<file path="config.mk">
export PLATFORM = sky130hd
export DESIGN_NAME = dram_word_port_flat
export DESIGN_NICKNAME = d
export VERILOG_FILES = /design/src/rtl/dram_word_port_if.sv /design/src/rtl/dram_word_port.sv /design/src/flat_wrapper.sv
export SDC_FILE = /design/constraint.sdc
export NUM_CORES = 1
export LEC_CHECK = 0
export CORE_MARGIN = 2
export CORE_UTILIZATION = 45
export DETAILED_ROUTE_END_ITERATION = 8
export PLACE_DENSITY = 0.77
export REMOVE_ABC_BUFFERS = 1
export SLEW_MARGIN = 40
export SYNTH_ARGS = -nofsm -noshare
export SYNTH_HDL_FRONTEND = slang
export SYNTH_SLANG_ARGS = --single-unit
</file>
<file path="constraint.sdc">
create_clock -name clk -period 3.4 [get_ports clk]
set_input_delay 0.85 -clock clk [delete_from_list [all_inputs] [get_ports clk]]
set_output_delay 0.85 -clock clk [all_outputs]
set_load 0.05 [all_outputs]
</file>
<file path="src/rtl/dram_word_port_if.sv">
// Bundles the CPU word port and the DRAM controller request/response FIFO port of dram_word_port.
// The master modport is the requester's view; slave is the view of the CPU and controller around it.
interface dram_word_port_if #(
  parameter int BYTE_ADDR_W = 28,
  parameter int REQ_ADDR_W  = 27,
  parameter int LINE_W      = 128
);
  logic                   cpu_valid;
  logic                   cpu_ready;
  logic                   cpu_we;
  logic [BYTE_ADDR_W-1:0] cpu_addr;
  logic [31:0]            cpu_wdata;
  logic [3:0]             cpu_be;
  logic                   cpu_resp_valid;
  logic [31:0]            cpu_rdata;
  logic                   req_en;
  logic                   req_rdy;
  logic                   req_cmd;
  logic [REQ_ADDR_W-1:0]  req_addr;
  logic [LINE_W-1:0]      req_data;
  logic                   rsp_en;
  logic [LINE_W-1:0]      rsp_data;

  modport master (
    input  cpu_valid, cpu_we, cpu_addr, cpu_wdata, cpu_be, req_rdy, rsp_en, rsp_data,
    output cpu_ready, cpu_resp_valid, cpu_rdata, req_en, req_cmd, req_addr, req_data
  );

  modport slave (
    output cpu_valid, cpu_we, cpu_addr, cpu_wdata, cpu_be, req_rdy, rsp_en, rsp_data,
    input  cpu_ready, cpu_resp_valid, cpu_rdata, req_en, req_cmd, req_addr, req_data
  );
endinterface

</file>
<file path="src/rtl/dram_word_port.sv">
// Turns 32-bit CPU loads/stores into 128-bit DRAM line requests; stores are read-modify-write.
// Optional one-line buffer enabled by defining LINE_BUF_EN.
module dram_word_port #(
  parameter int BYTE_ADDR_W = 28,
  parameter int REQ_ADDR_W  = 27,
  parameter int LINE_W      = 128
) (
  input logic              clk,
  input logic              rst_n,
  dram_word_port_if.master bus
);
  localparam int TAG_W = BYTE_ADDR_W - 4;

  typedef enum logic [2:0] {IDLE, RD_REQ, RD_WAIT, WR_REQ, RESP} state_e;

  state_e                state_q, state_d;
  logic                  we_q, we_d;
  logic [TAG_W-1:0]      tag_q, tag_d;
  logic [1:0]            word_q, word_d;
  logic [31:0]           wdata_q, wdata_d;
  logic [3:0]            be_q, be_d;
  logic [31:0]           rdata_q, rdata_d;
  logic [REQ_ADDR_W-1:0] reqAddr_q, reqAddr_d;
  logic [LINE_W-1:0]     reqData_q, reqData_d;
  logic                  unusedAddrBits;

  assign unusedAddrBits = ^bus.cpu_addr[1:0];

  function automatic logic [LINE_W-1:0] mergeLine(input logic [LINE_W-1:0] line,
                                                  input logic [1:0] word,
                                                  input logic [31:0] wdata,
                                                  input logic [3:0] be);
    logic [LINE_W-1:0] merged;
    merged = line;
    for (int b = 0; b < 4; b++) begin
      if (be[b]) merged[32*int'(word) + 8*b +: 8] = wdata[8*b +: 8];
    end
    return merged;
  endfunction

  function automatic logic [31:0] pickWord(input logic [LINE_W-1:0] line, input logic [1:0] word);
    return line[32*int'(word) +: 32];
  endfunction

`ifdef LINE_BUF_EN
  logic              bufValid_q, bufValid_d;
  logic [TAG_W-1:0]  bufTag_q, bufTag_d;
  logic [LINE_W-1:0] bufData_q, bufData_d;
  logic              bufHit;

  assign bufHit = bufValid_q && (bufTag_q == bus.cpu_addr[BYTE_ADDR_W-1:4]);
`endif

  always_comb begin
    state_d   = state_q;
    we_d      = we_q;
    tag_d     = tag_q;
    word_d    = word_q;
    wdata_d   = wdata_q;
    be_d      = be_q;
    rdata_d   = rdata_q;
    reqAddr_d = reqAddr_q;
    reqData_d = reqData_q;
`ifdef LINE_BUF_EN
    bufValid_d = bufValid_q;
    bufTag_d   = bufTag_q;
    bufData_d  = bufData_q;
`endif
    unique case (state_q)
      IDLE: begin
        if (bus.cpu_valid) begin
          we_d      = bus.cpu_we;
          tag_d     = bus.cpu_addr[BYTE_ADDR_W-1:4];
          word_d    = bus.cpu_addr[3:2];
          wdata_d   = bus.cpu_wdata;
          be_d      = bus.cpu_be;
          reqAddr_d = {bus.cpu_addr[BYTE_ADDR_W-1:4], 3'b000};
          // A store that enables no bytes changes nothing, so it completes without DRAM traffic
          if (bus.cpu_we && bus.cpu_be == 4'b0000) begin
            state_d = RESP;
          end
`ifdef LINE_BUF_EN
          else if (bufHit && !bus.cpu_we) begin
            rdata_d = pickWord(bufData_q, bus.cpu_addr[3:2]);
            state_d = RESP;
          end else if (bufHit) begin
            reqData_d = mergeLine(bufData_q, bus.cpu_addr[3:2], bus.cpu_wdata, bus.cpu_be);
            state_d   = WR_REQ;
          end
`endif
          else begin
            state_d = RD_REQ;
          end
        end
      end
      RD_REQ: begin
        if (bus.req_rdy) state_d = RD_WAIT;
      end
      RD_WAIT: begin
        if (bus.rsp_en) begin
          if (we_q) begin
            reqData_d = mergeLine(bus.rsp_data, word_q, wdata_q, be_q);
            state_d   = WR_REQ;
          end else begin
            rdata_d = pickWord(bus.rsp_data, word_q);
            state_d = RESP;
          end
`ifdef LINE_BUF_EN
          bufValid_d = 1'b1;
          bufTag_d   = tag_q;
          bufData_d  = bus.rsp_data;
`endif
        end
      end
      WR_REQ: begin
        if (bus.req_rdy) begin
          state_d = RESP;
`ifdef LINE_BUF_EN
          bufValid_d = 1'b1;
          bufTag_d   = tag_q;
          bufData_d  = reqData_q;
`endif
        end
      end
      RESP:    state_d = IDLE;
      default: state_d = IDLE;
    endcase
  end

  always_ff @(posedge clk or negedge rst_n) begin
    if (!rst_n) begin
      state_q   <= IDLE;
      we_q      <= 1'b0;
      tag_q     <= '0;
      word_q    <= '0;
      wdata_q   <= '0;
      be_q      <= '0;
      rdata_q   <= '0;
      reqAddr_q <= '0;
      reqData_q <= '0;
`ifdef LINE_BUF_EN
      bufValid_q <= 1'b0;
      bufTag_q   <= '0;
      bufData_q  <= '0;
`endif
    end else begin
      state_q   <= state_d;
      we_q      <= we_d;
      tag_q     <= tag_d;
      word_q    <= word_d;
      wdata_q   <= wdata_d;
      be_q      <= be_d;
      rdata_q   <= rdata_d;
      reqAddr_q <= reqAddr_d;
      reqData_q <= reqData_d;
`ifdef LINE_BUF_EN
      bufValid_q <= bufValid_d;
      bufTag_q   <= bufTag_d;
      bufData_q  <= bufData_d;
`endif
    end
  end

  assign bus.cpu_ready      = (state_q == IDLE);
  assign bus.cpu_resp_valid = (state_q == RESP);
  assign bus.cpu_rdata      = rdata_q;
  assign bus.req_en         = (state_q == RD_REQ) || (state_q == WR_REQ);
  assign bus.req_cmd        = (state_q == RD_REQ);
  assign bus.req_addr       = reqAddr_q;
  assign bus.req_data       = reqData_q;
endmodule

</file>
<file path="src/flat_wrapper.sv">
// flat-port wrapper written by rule: the top's interface ports become plain ports
module dram_word_port_flat 
#(
  parameter int BYTE_ADDR_W = 28,
  parameter int REQ_ADDR_W  = 27,
  parameter int LINE_W      = 128
)
  (clk, rst_n, bus_cpu_valid, bus_cpu_we, bus_cpu_addr, bus_cpu_wdata, bus_cpu_be, bus_req_rdy, bus_rsp_en, bus_rsp_data, bus_cpu_ready, bus_cpu_resp_valid, bus_cpu_rdata, bus_req_en, bus_req_cmd, bus_req_addr, bus_req_data);
  dram_word_port_if #(.BYTE_ADDR_W(BYTE_ADDR_W), .REQ_ADDR_W(REQ_ADDR_W), .LINE_W(LINE_W)) bus_i ();
  input logic clk;
  input logic rst_n;
  input wire logic [$bits(bus_i.cpu_valid)-1:0] bus_cpu_valid;
  input wire logic [$bits(bus_i.cpu_we)-1:0] bus_cpu_we;
  input wire logic [$bits(bus_i.cpu_addr)-1:0] bus_cpu_addr;
  input wire logic [$bits(bus_i.cpu_wdata)-1:0] bus_cpu_wdata;
  input wire logic [$bits(bus_i.cpu_be)-1:0] bus_cpu_be;
  input wire logic [$bits(bus_i.req_rdy)-1:0] bus_req_rdy;
  input wire logic [$bits(bus_i.rsp_en)-1:0] bus_rsp_en;
  input wire logic [$bits(bus_i.rsp_data)-1:0] bus_rsp_data;
  output wire logic [$bits(bus_i.cpu_ready)-1:0] bus_cpu_ready;
  output wire logic [$bits(bus_i.cpu_resp_valid)-1:0] bus_cpu_resp_valid;
  output wire logic [$bits(bus_i.cpu_rdata)-1:0] bus_cpu_rdata;
  output wire logic [$bits(bus_i.req_en)-1:0] bus_req_en;
  output wire logic [$bits(bus_i.req_cmd)-1:0] bus_req_cmd;
  output wire logic [$bits(bus_i.req_addr)-1:0] bus_req_addr;
  output wire logic [$bits(bus_i.req_data)-1:0] bus_req_data;
  assign bus_i.cpu_valid = bus_cpu_valid;
  assign bus_i.cpu_we = bus_cpu_we;
  assign bus_i.cpu_addr = bus_cpu_addr;
  assign bus_i.cpu_wdata = bus_cpu_wdata;
  assign bus_i.cpu_be = bus_cpu_be;
  assign bus_i.req_rdy = bus_req_rdy;
  assign bus_i.rsp_en = bus_rsp_en;
  assign bus_i.rsp_data = bus_rsp_data;
  assign bus_cpu_ready = bus_i.cpu_ready;
  assign bus_cpu_resp_valid = bus_i.cpu_resp_valid;
  assign bus_cpu_rdata = bus_i.cpu_rdata;
  assign bus_req_en = bus_i.req_en;
  assign bus_req_cmd = bus_i.req_cmd;
  assign bus_req_addr = bus_i.req_addr;
  assign bus_req_data = bus_i.req_data;
  dram_word_port #(.BYTE_ADDR_W(BYTE_ADDR_W), .REQ_ADDR_W(REQ_ADDR_W), .LINE_W(LINE_W)) u_core (.clk(clk), .rst_n(rst_n), .bus(bus_i));
endmodule
</file>
== Word level (Yosys, flattened, before mapping) ==
Index checks and enable logic that the tools add are counted.

* Register bits after elaboration: 226
* Input port bits: 198
* Output and inout bits: 191
* Word-level logic and storage cells: 65

* Add/subtract/negate cells: 7
* Eq/ne operators: 8
* Shift operators: 9
* Muxes and demuxes: 24
* Bitwise operators: 1
* Reductions and logical operators: 8

{| class="wikitable"
|+ Operators by type and width
! cell !! count
|-
| $mux W128 || 13
|-
| $bwmux W128 || 4
|-
| $shift A8 B33 Y128 const A || 4
|-
| $shiftx A8 B33 Y128 || 4
|-
| $shiftx A128 B8 Y32 || 1
|-
| $neg A32 Y33 || 3
|-
| $neg A7 Y33 || 1
|-
| $mux W3 || 6
|-
| $add A7 B5 Y8 const B || 2
|-
| $pmux W3 S4 || 1
|-
| $add A7 B4 Y8 const B || 1
|-
| $ne A2 B2 Y1 const B || 4
|-
| $eq A3 B2 Y1 const B || 2
|-
| $reduce_and A3 Y1 || 2
|-
| $logic_not A4 Y1 || 1
|-
| $reduce_and A4 Y1 || 1
|-
| $eq A3 B1 Y1 const B || 1
|-
| $eq A3 B3 Y1 const B || 1
|-
| $logic_not A3 Y1 || 1
|-
| $reduce_and A2 Y1 || 1
|-
| $logic_and A1 B1 Y1 || 1
|-
| $logic_or A1 B1 Y1 || 1
|-
| $not A1 Y1 || 1
|}

== Logic depth before layout (Yosys ltp) ==
Gate-level depths: netlist (run 1).

* Word-level depth: 19
* Depth in mapped cells: 9
* Mapped depth without buffers: 5

== Least setup slack after synthesis (run 1) ==
No wires, ideal clock.

* Path type: register -> output
* From: register u_core.state_q[0]
* To: output bus_req_cmd
* Arrival time: 2136 ps
* Required time: 2550 ps
* Slack: 414 ps
* Cell stages (with the launch flop): 4
* Buffers on the path: 1
* Cells stage by stage: dfrtp_1 buf_2 nor2b_1 nor2b_1

* Word-level cells in the longest chain between the ends: 1

{| class="wikitable"
|+ RTL lines
! item !! RTL line !! source
|-
| start, declared || dram_word_port.sv:16 || <nowiki>state_e state_q, state_d;</nowiki>
|-
| start signal, assigned || dram_word_port.sv:147 || <nowiki>state_q <= state_d;</nowiki>
|-
| $eq A3 B1 Y1 || dram_word_port.sv:168 || <nowiki>assign bus.req_cmd = (state_q == RD_REQ);</nowiki>
|-
| end, declared || flat_wrapper.sv:24 || <nowiki>output wire logic [$bits(bus_i.req_cmd)-1:0] bus_req_cmd;</nowiki>
|}

Every way passes these cells.

== Worst setup path after layout (run 1) ==
* From: register u_core.state_q[2]
* To: output bus_req_cmd

The elaborated chain is that of the path after synthesis.

==> metrics.yaml, run 1 <==
pwr:
  pwr_density_cell_nw_per_um2: 1120
  swShare_pct: 46.3
  clock_power_share_pct: 15.2
  net-switching-power_w: 0.00832
  worst_ir_drop_vdd_mv: 0.731
  comb_power_share_pct: 56.6
  totalPowerFinal_w: 0.0180
  total_leakage_power_nw: 6.57
  p_int_w: 0.00964
  seqPwrFrac_pct: 28.2
place:
  hpwl_um: 24200
  port-buffer-count: 383
  finalWeightedCongestion: 0.800
  place.detailed.instances: 1415
  placement.cell_area_sq_um: 15100
floorplanning:
  start_util_pct: 45.7
  die_w_um: 161
  pin_count: 389
  std_cell_rows: 57
  design.die.area_sq_um: 25900
  placeableCoreArea_sq_um: 24200
  floorplan.die.height_um: 161
global_route:
  global_route_wire_length_before_repair_um: 52400
  first_global_vias: 8997
  antenna_found_initial: 0
  grt_util_overall_pct: 26.3
  maximum_number_of_pins_on_one_net_before_global_route_repair: 84
  gr_ovfl_total: 0
route:
  vias: 8375
  route.detailed.wl_per_inst_um: 23.7
  detail_route.vias_per_cell: 5.73
  firstDrtPassIters: 4
  drt.antenna.violating_nets: 0
  postRouteWirelength_um: 34700
  first_drt_iteration_drcs: 462
  post-route-drc-count: 0
critical_path:
  timing.critical_path.to_type: "output pin"
  critical_path_peak_fanout: 6
  critical_path_buf_inv_count: 1
  critical_path.top_delay_family: "buffers and inverters"
  worstSetupStartpointType: "flop"
  path_cells: "nor2b_1, nor2b_1, clkdlybuf4s50_1"
  crit_top_cell: "sky130_fd_sc_hd__nor2b_1"
  critPathMaxStageDelay_ns: 0.87
  worst_path_max_delay_cell: "sky130_fd_sc_hd__clkdlybuf4s50_1"
  criticalPathCategory: "reg2out"
  worstPathArrival_ns: 2.33
  critPathRequiredTime_ns: 2.55
cts:
  tritoncts: "done"
  htree_levels: 1
  clk_pin_slew_worst_paths_ns: 0.06
  clock_sinks: 226
  cts-resized-gates: 0
  numCtsBuffers: 25
  root_buffer_selected_by_cts: "sky130_fd_sc_hd__clkbuf_16"
  ctsHoldBuffers: 0
  largest_buffer_count_on_any_clock_path: 3
  clk_latency_ns: 0.52
  post_cts_buffers: 0
timing:
  relSlewSlack_pct: 43.0
  actual_slew_at_the_worst_max_slew_pin_ns: 0.853
  rsz_0062_raised_after_global_routing: "false"
  finalWorstPathRequiredPeriod_ns: 3.18
  timing_hold_violations_final: 0
  final_max_slew_viol_count: 0
  clock-skew-final_ns: 0.0127
  max_freq_mhz: 315
  setup_viol: 0
  timing.final.crit_share_pct: 93.5
synthesis:
  asyncSetResetFlopFracSynth_pct: 100
  synth_top_cells_by_count: "sky130_fd_sc_hd__dfrtp_1, sky130_fd_sc_hd__mux2_2, sky130_fd_sc_hd__a22o_1"
  syn_avg_cell_area_sq_um: 14.7
  yosys_most_used_dff: "sky130_fd_sc_hd__dfrtp_1"
  synth.lib_cells_used.distinct: 40
  synth_most_common_cell: "sky130_fd_sc_hd__dfrtp_1"
  synthesis.instances: 753
  yosysSeqAreaShare_pct: 51.0
  syn-cell-area_sq_um: 11100
  yosys-top-cells-area: "sky130_fd_sc_hd__dfrtp_1, sky130_fd_sc_hd__mux2_2, sky130_fd_sc_hd__a22o_1"
  synth-edff-count: 0
  yosys_top_cell_area_share_pct: 51.0
  yosysWarningCount: 0
  synthDominantAreaCellType: "sky130_fd_sc_hd__dfrtp_1"
  postSynthRegisterBits: 226
worst_hold_path:
  min_path_type: "in2async"
cells_and_area:
  final_nets: 1321
  final_area_sq_um: 16000
  final.fill_count: 1828
  n_antenna_cell: 0
  final-instance-count-excl-fill: 1461
  syn_to_final_growth_pct: 44.1
  fin_util_pct: 65.8
  drive_gt1_share_pct: 27.6
outcome:
  run_status: "finished, final reports clean"
run:
  drv_cap: 0
[area by class of cell]
| class | instances | area (sq um) | area share [%] |
|---|---|---|---|
| Timing Repair Buffer | 397 | 4020 | 25.2 |
| Clock inverter | 9 | 76.3 | 0.478 |
| Sequential cell | 226 | 5660 | 35.5 |
| Tap cell | 324 | 405 | 2.54 |
| Inverter | 3 | 11.3 | 0.0705 |
| Multi-Input combinational cell | 465 | 5030 | 31.5 |
| Clock buffer | 37 | 761 | 4.77 |
[stage by stage]
step                TNS, ns  hold slack [ns]  setup WS (ns)
CTS                       0            0.341          0.186
floorplan           -410.83            0.511          -3.22
finish                    0            0.335          0.222
global placement          0            0.468          0.602
detailed placement        0            0.478          0.569
global route              0            0.365          0.128
[path summary, 6_finish.rpt]
| path | end | start | slack, ns | cells past startpoint |
|---|---|---|---|---|
| min in group clk | u_core.bus.req_addr[25] | u_core.bus.req_addr[25] | 0.49 | 1 |
| min reg2reg | u_core.bus.req_addr[25] | u_core.bus.req_addr[25] | 0.49 | 1 |
| max in group asynchronous | u_core.bus.req_data[25] | rst_n | 2.25 | 2 |
| min | u_core.bus.req_data[42] | rst_n | 0.33 | 1 |
| max | bus_req_cmd | u_core.state_q[2] | 0.22 | 3 |
| max reg2reg | u_core.bus.req_data[35] | u_core.word_q[0] | 0.79 | 6 |
[registers in the layout (all words and copies together) (netlist names)]
register / cells
u_core.word_q: 2
u_core.bus.cpu_rdata: 32
u_core.state_q: 3
u_core.bus.req_data: 128
u_core.wdata_q: 32
u_core.bus.req_addr: 24
u_core.be_q: 4
u_core.we_q: 1
[power groups by stage]
stage	clock network [W]	registers, W	logic [W]
detailed placement	0	0.00508	0.0102
floorplan	0	0.00867	0.00287
CTS	0.00281	0.00505	0.0102
global placement	0	0.00501	0.0101
global route	0.00292	0.00524	0.0106
finish	0.00274	0.00506	0.0102
[logic make-up (layout without fill, tap and decap cells)]
| kind of cell | count (synthesis) | after routing | synth area share, % |
|---|---|---|---|
| compound gates | 143 | 143 | 11.3 |
| buf+inv | 64 | 446 | 4.18 |
| simple gates | 59 | 59 | 3.74 |
| mux | 254 | 254 | 29.1 |
| flops | 226 | 226 | 51.0 |
| fa+ha+maj | 5 | 5 | 0.565 |
| xor+xnor | 1 | 1 | 0.0790 |
| other cells | 1 | 3 | 0.0338 |
[layer usage]
| layer | share of wire [%] | track usage, % | up-vias |
|---|---|---|---|
| met4 | 3.1 | 9.17 | 0 |
| met3 | 9.4 | 7.57 | 65 |
| met2 | 49 | 43.7 | 410 |
| met1 | 39 | 32.9 | 4246 |
| li1 | - | - | 3654 |
| met5 | 0 | 0 | - |
[placed cells by master, fill, tap and decap left out, types with 9 or more instances in the layout]
cell,instances
sky130_fd_sc_hd__mux4_2,32
sky130_fd_sc_hd__mux2_1,9
sky130_fd_sc_hd__a22o_1,98
sky130_fd_sc_hd__clkbuf_8,9
sky130_fd_sc_hd__clkbuf_16,25
sky130_fd_sc_hd__nand2_1,16
sky130_fd_sc_hd__mux2_2,213
sky130_fd_sc_hd__a21boi_0,9
sky130_fd_sc_hd__a32o_1,14
sky130_fd_sc_hd__nand3_1,10
sky130_fd_sc_hd__dfrtp_1,224
sky130_fd_sc_hd__clkdlybuf4s50_1,382
No activity file was read; power rests on OpenSTA's default activity.
==> run 2, diff against run 1 <==
Settings changed: MAX_ROUTING_LAYER from default to met4.
==> metrics.yaml, run 2 (synthesis results as in run 1) <==
outcome:
  run_status: "finished, final reports clean"
cts:
  numCtsBuffers: 25
  cts-resized-gates: 0
  tritoncts: "done"
  ctsHoldBuffers: 0
  clk_latency_ns: 0.52
  clk_pin_slew_worst_paths_ns: 0.06
  largest_buffer_count_on_any_clock_path: 3
  root_buffer_selected_by_cts: "sky130_fd_sc_hd__clkbuf_16"
  htree_levels: 1
  post_cts_buffers: 0
  clock_sinks: 226
floorplanning:
  std_cell_rows: 57
  pin_count: 389
  start_util_pct: 45.7
  floorplan.die.height_um: 161
  die_w_um: 161
  placeableCoreArea_sq_um: 24200
  design.die.area_sq_um: 25900
critical_path:
  worst_r2r_endpoint: "u_core.bus.req_data[76]"
  criticalPathCategory: "reg2out"
  worstSetupStartpointType: "flop"
  critical_path_peak_fanout: 9
  path_cells: "buf_4, nor3_4, clkdlybuf4s50_1"
  critPathMaxStageDelay_ns: 0.93
  r2r-start: "u_core.word_q[0]"
  worst_path_max_delay_cell: "sky130_fd_sc_hd__clkdlybuf4s50_1"
  critPathRequiredTime_ns: 2.55
  worst-r2r-cell-count: 5
  worstPathArrival_ns: 2.32
  timing.critical_path.to_type: "output pin"
  reg2reg_setup_slack_ns: 0.78
timing:
  max_freq_mhz: 316
  finalSetupTns_ns: 0
  actual_slew_at_the_worst_max_slew_pin_ns: 0.870
  rsz_0062_raised_after_global_routing: "false"
  relSlewSlack_pct: 41.9
  timing_hold_violations_final: 0
  finalWorstPathRequiredPeriod_ns: 3.17
  setup_viol: 0
  timing.final.crit_share_pct: 93.1
  clock-skew-final_ns: 0.0118
  hold-worst-slack_ns: 0.335
  final_max_slew_viol_count: 0
place:
  finalWeightedCongestion: 0.811
  hpwl_um: 24200
  port-buffer-count: 383
global_route:
  maximum_number_of_pins_on_one_net_before_global_route_repair: 84
  gr_ovfl_total: 0
  first_global_vias: 9024
  antenna_found_initial: 0
  grt_util_overall_pct: 27.1
  global_route_wire_length_before_repair_um: 52300
pwr:
  worst_ir_drop_vdd_mv: 0.731
  pwr_density_cell_nw_per_um2: 1120
  total_leakage_power_nw: 6.57
  totalPowerFinal_w: 0.0180
route:
  post-route-drc-count: 0
  route.detailed.wl_per_inst_um: 23.8
  vias: 8427
  first_drt_iteration_drcs: 410
  drt.antenna.violating_nets: 0
  detail_route.vias_per_cell: 5.77
  firstDrtPassIters: 4
  postRouteWirelength_um: 34700
worst_hold_path:
  min_path_type: "in2async"
cells_and_area:
  drive_gt1_share_pct: 27.6
  syn_to_final_growth_pct: 44.1
  layout.cells.most_common: "sky130_fd_sc_hd__clkdlybuf4s50_1"
  final_nets: 1321
  n_antenna_cell: 0
  largest_register_ffs: 128
  mostFrequentLayoutCells: "sky130_fd_sc_hd__clkdlybuf4s50_1, sky130_fd_sc_hd__dfrtp_1, sky130_fd_sc_hd__mux2_2"
run:
  drv_cap: 0
## run 2: cell counts in the layout (fill, tap and decap cells not counted)
Identical to the previous run, type by type.
## run 2: layout make-up
cell class / instances / area (sq um)
fill: 1828 / 8280
sequential: 226 / 5660
multi-input combinational: 465 / 5030
timing repair buffer: 397 / 4020
clock buffer: 37 / 761
tap: 324 / 405
clock inverter: 9 / 76.3
inverter: 3 / 11.3
## run 2: worst max-delay path by stage
stage,startpoint,to,slack [ns],cells after the start
2_1_floorplan,bus_rsp_en,u_core.bus.req_data[0],-3.22,3
3_3_place_gp,bus_rsp_en,u_core.bus.req_data[115],0.60,5
3_5_place_dp,bus_rsp_en,u_core.bus.req_data[113],0.57,5
4_1_cts,u_core.state_q[1],bus_cpu_ready,0.19,2
5_1_grt,u_core.state_q[1],bus_cpu_ready,0.13,2
6_report,u_core.state_q[0],bus_cpu_ready,0.23,3
## run 2: layer usage
| layer | vias to the layer above | track usage, % | share of wire [%] |
|---|---|---|---|
| li1 | 3650 | - | - |
| met1 | 4267 | 33.0 | 39 |
| met4 | 0 | 9.09 | 3.2 |
| met2 | 432 | 43.9 | 49 |
| met3 | 78 | 7.28 | 9.3 |
| met5 | - | - | 0 |
## run 2: power breakdown
group          total, W  switching [W]  internal [W]
logic            0.0102        0.00615       0.00401
registers       0.00506        0.00105       0.00401
clock network   0.00273        0.00111       0.00162
total            0.0180        0.00832       0.00964
## run 2: metrics by stage
step | setup slack [ns] | utilization (%) | instances | cell area [sq um]
CTS | 0.186 | 65.8 | 1461 | 16000
floorplan | -3.22 | - | 694 | 10600
global route | 0.127 | 65.8 | 1461 | 16000
detailed placement | 0.569 | 62.4 | 1415 | 15100
global placement | 0.602 | 62.3 | 1415 | 15100
finish | 0.234 | 65.8 | 1461 | 16000
## run 2: critical path: cells and delay by family, from the launching register on
family	cells	cell delay, ns
simple gates	1	0.28
flops	1	0.40
buf+inv	2	1.12
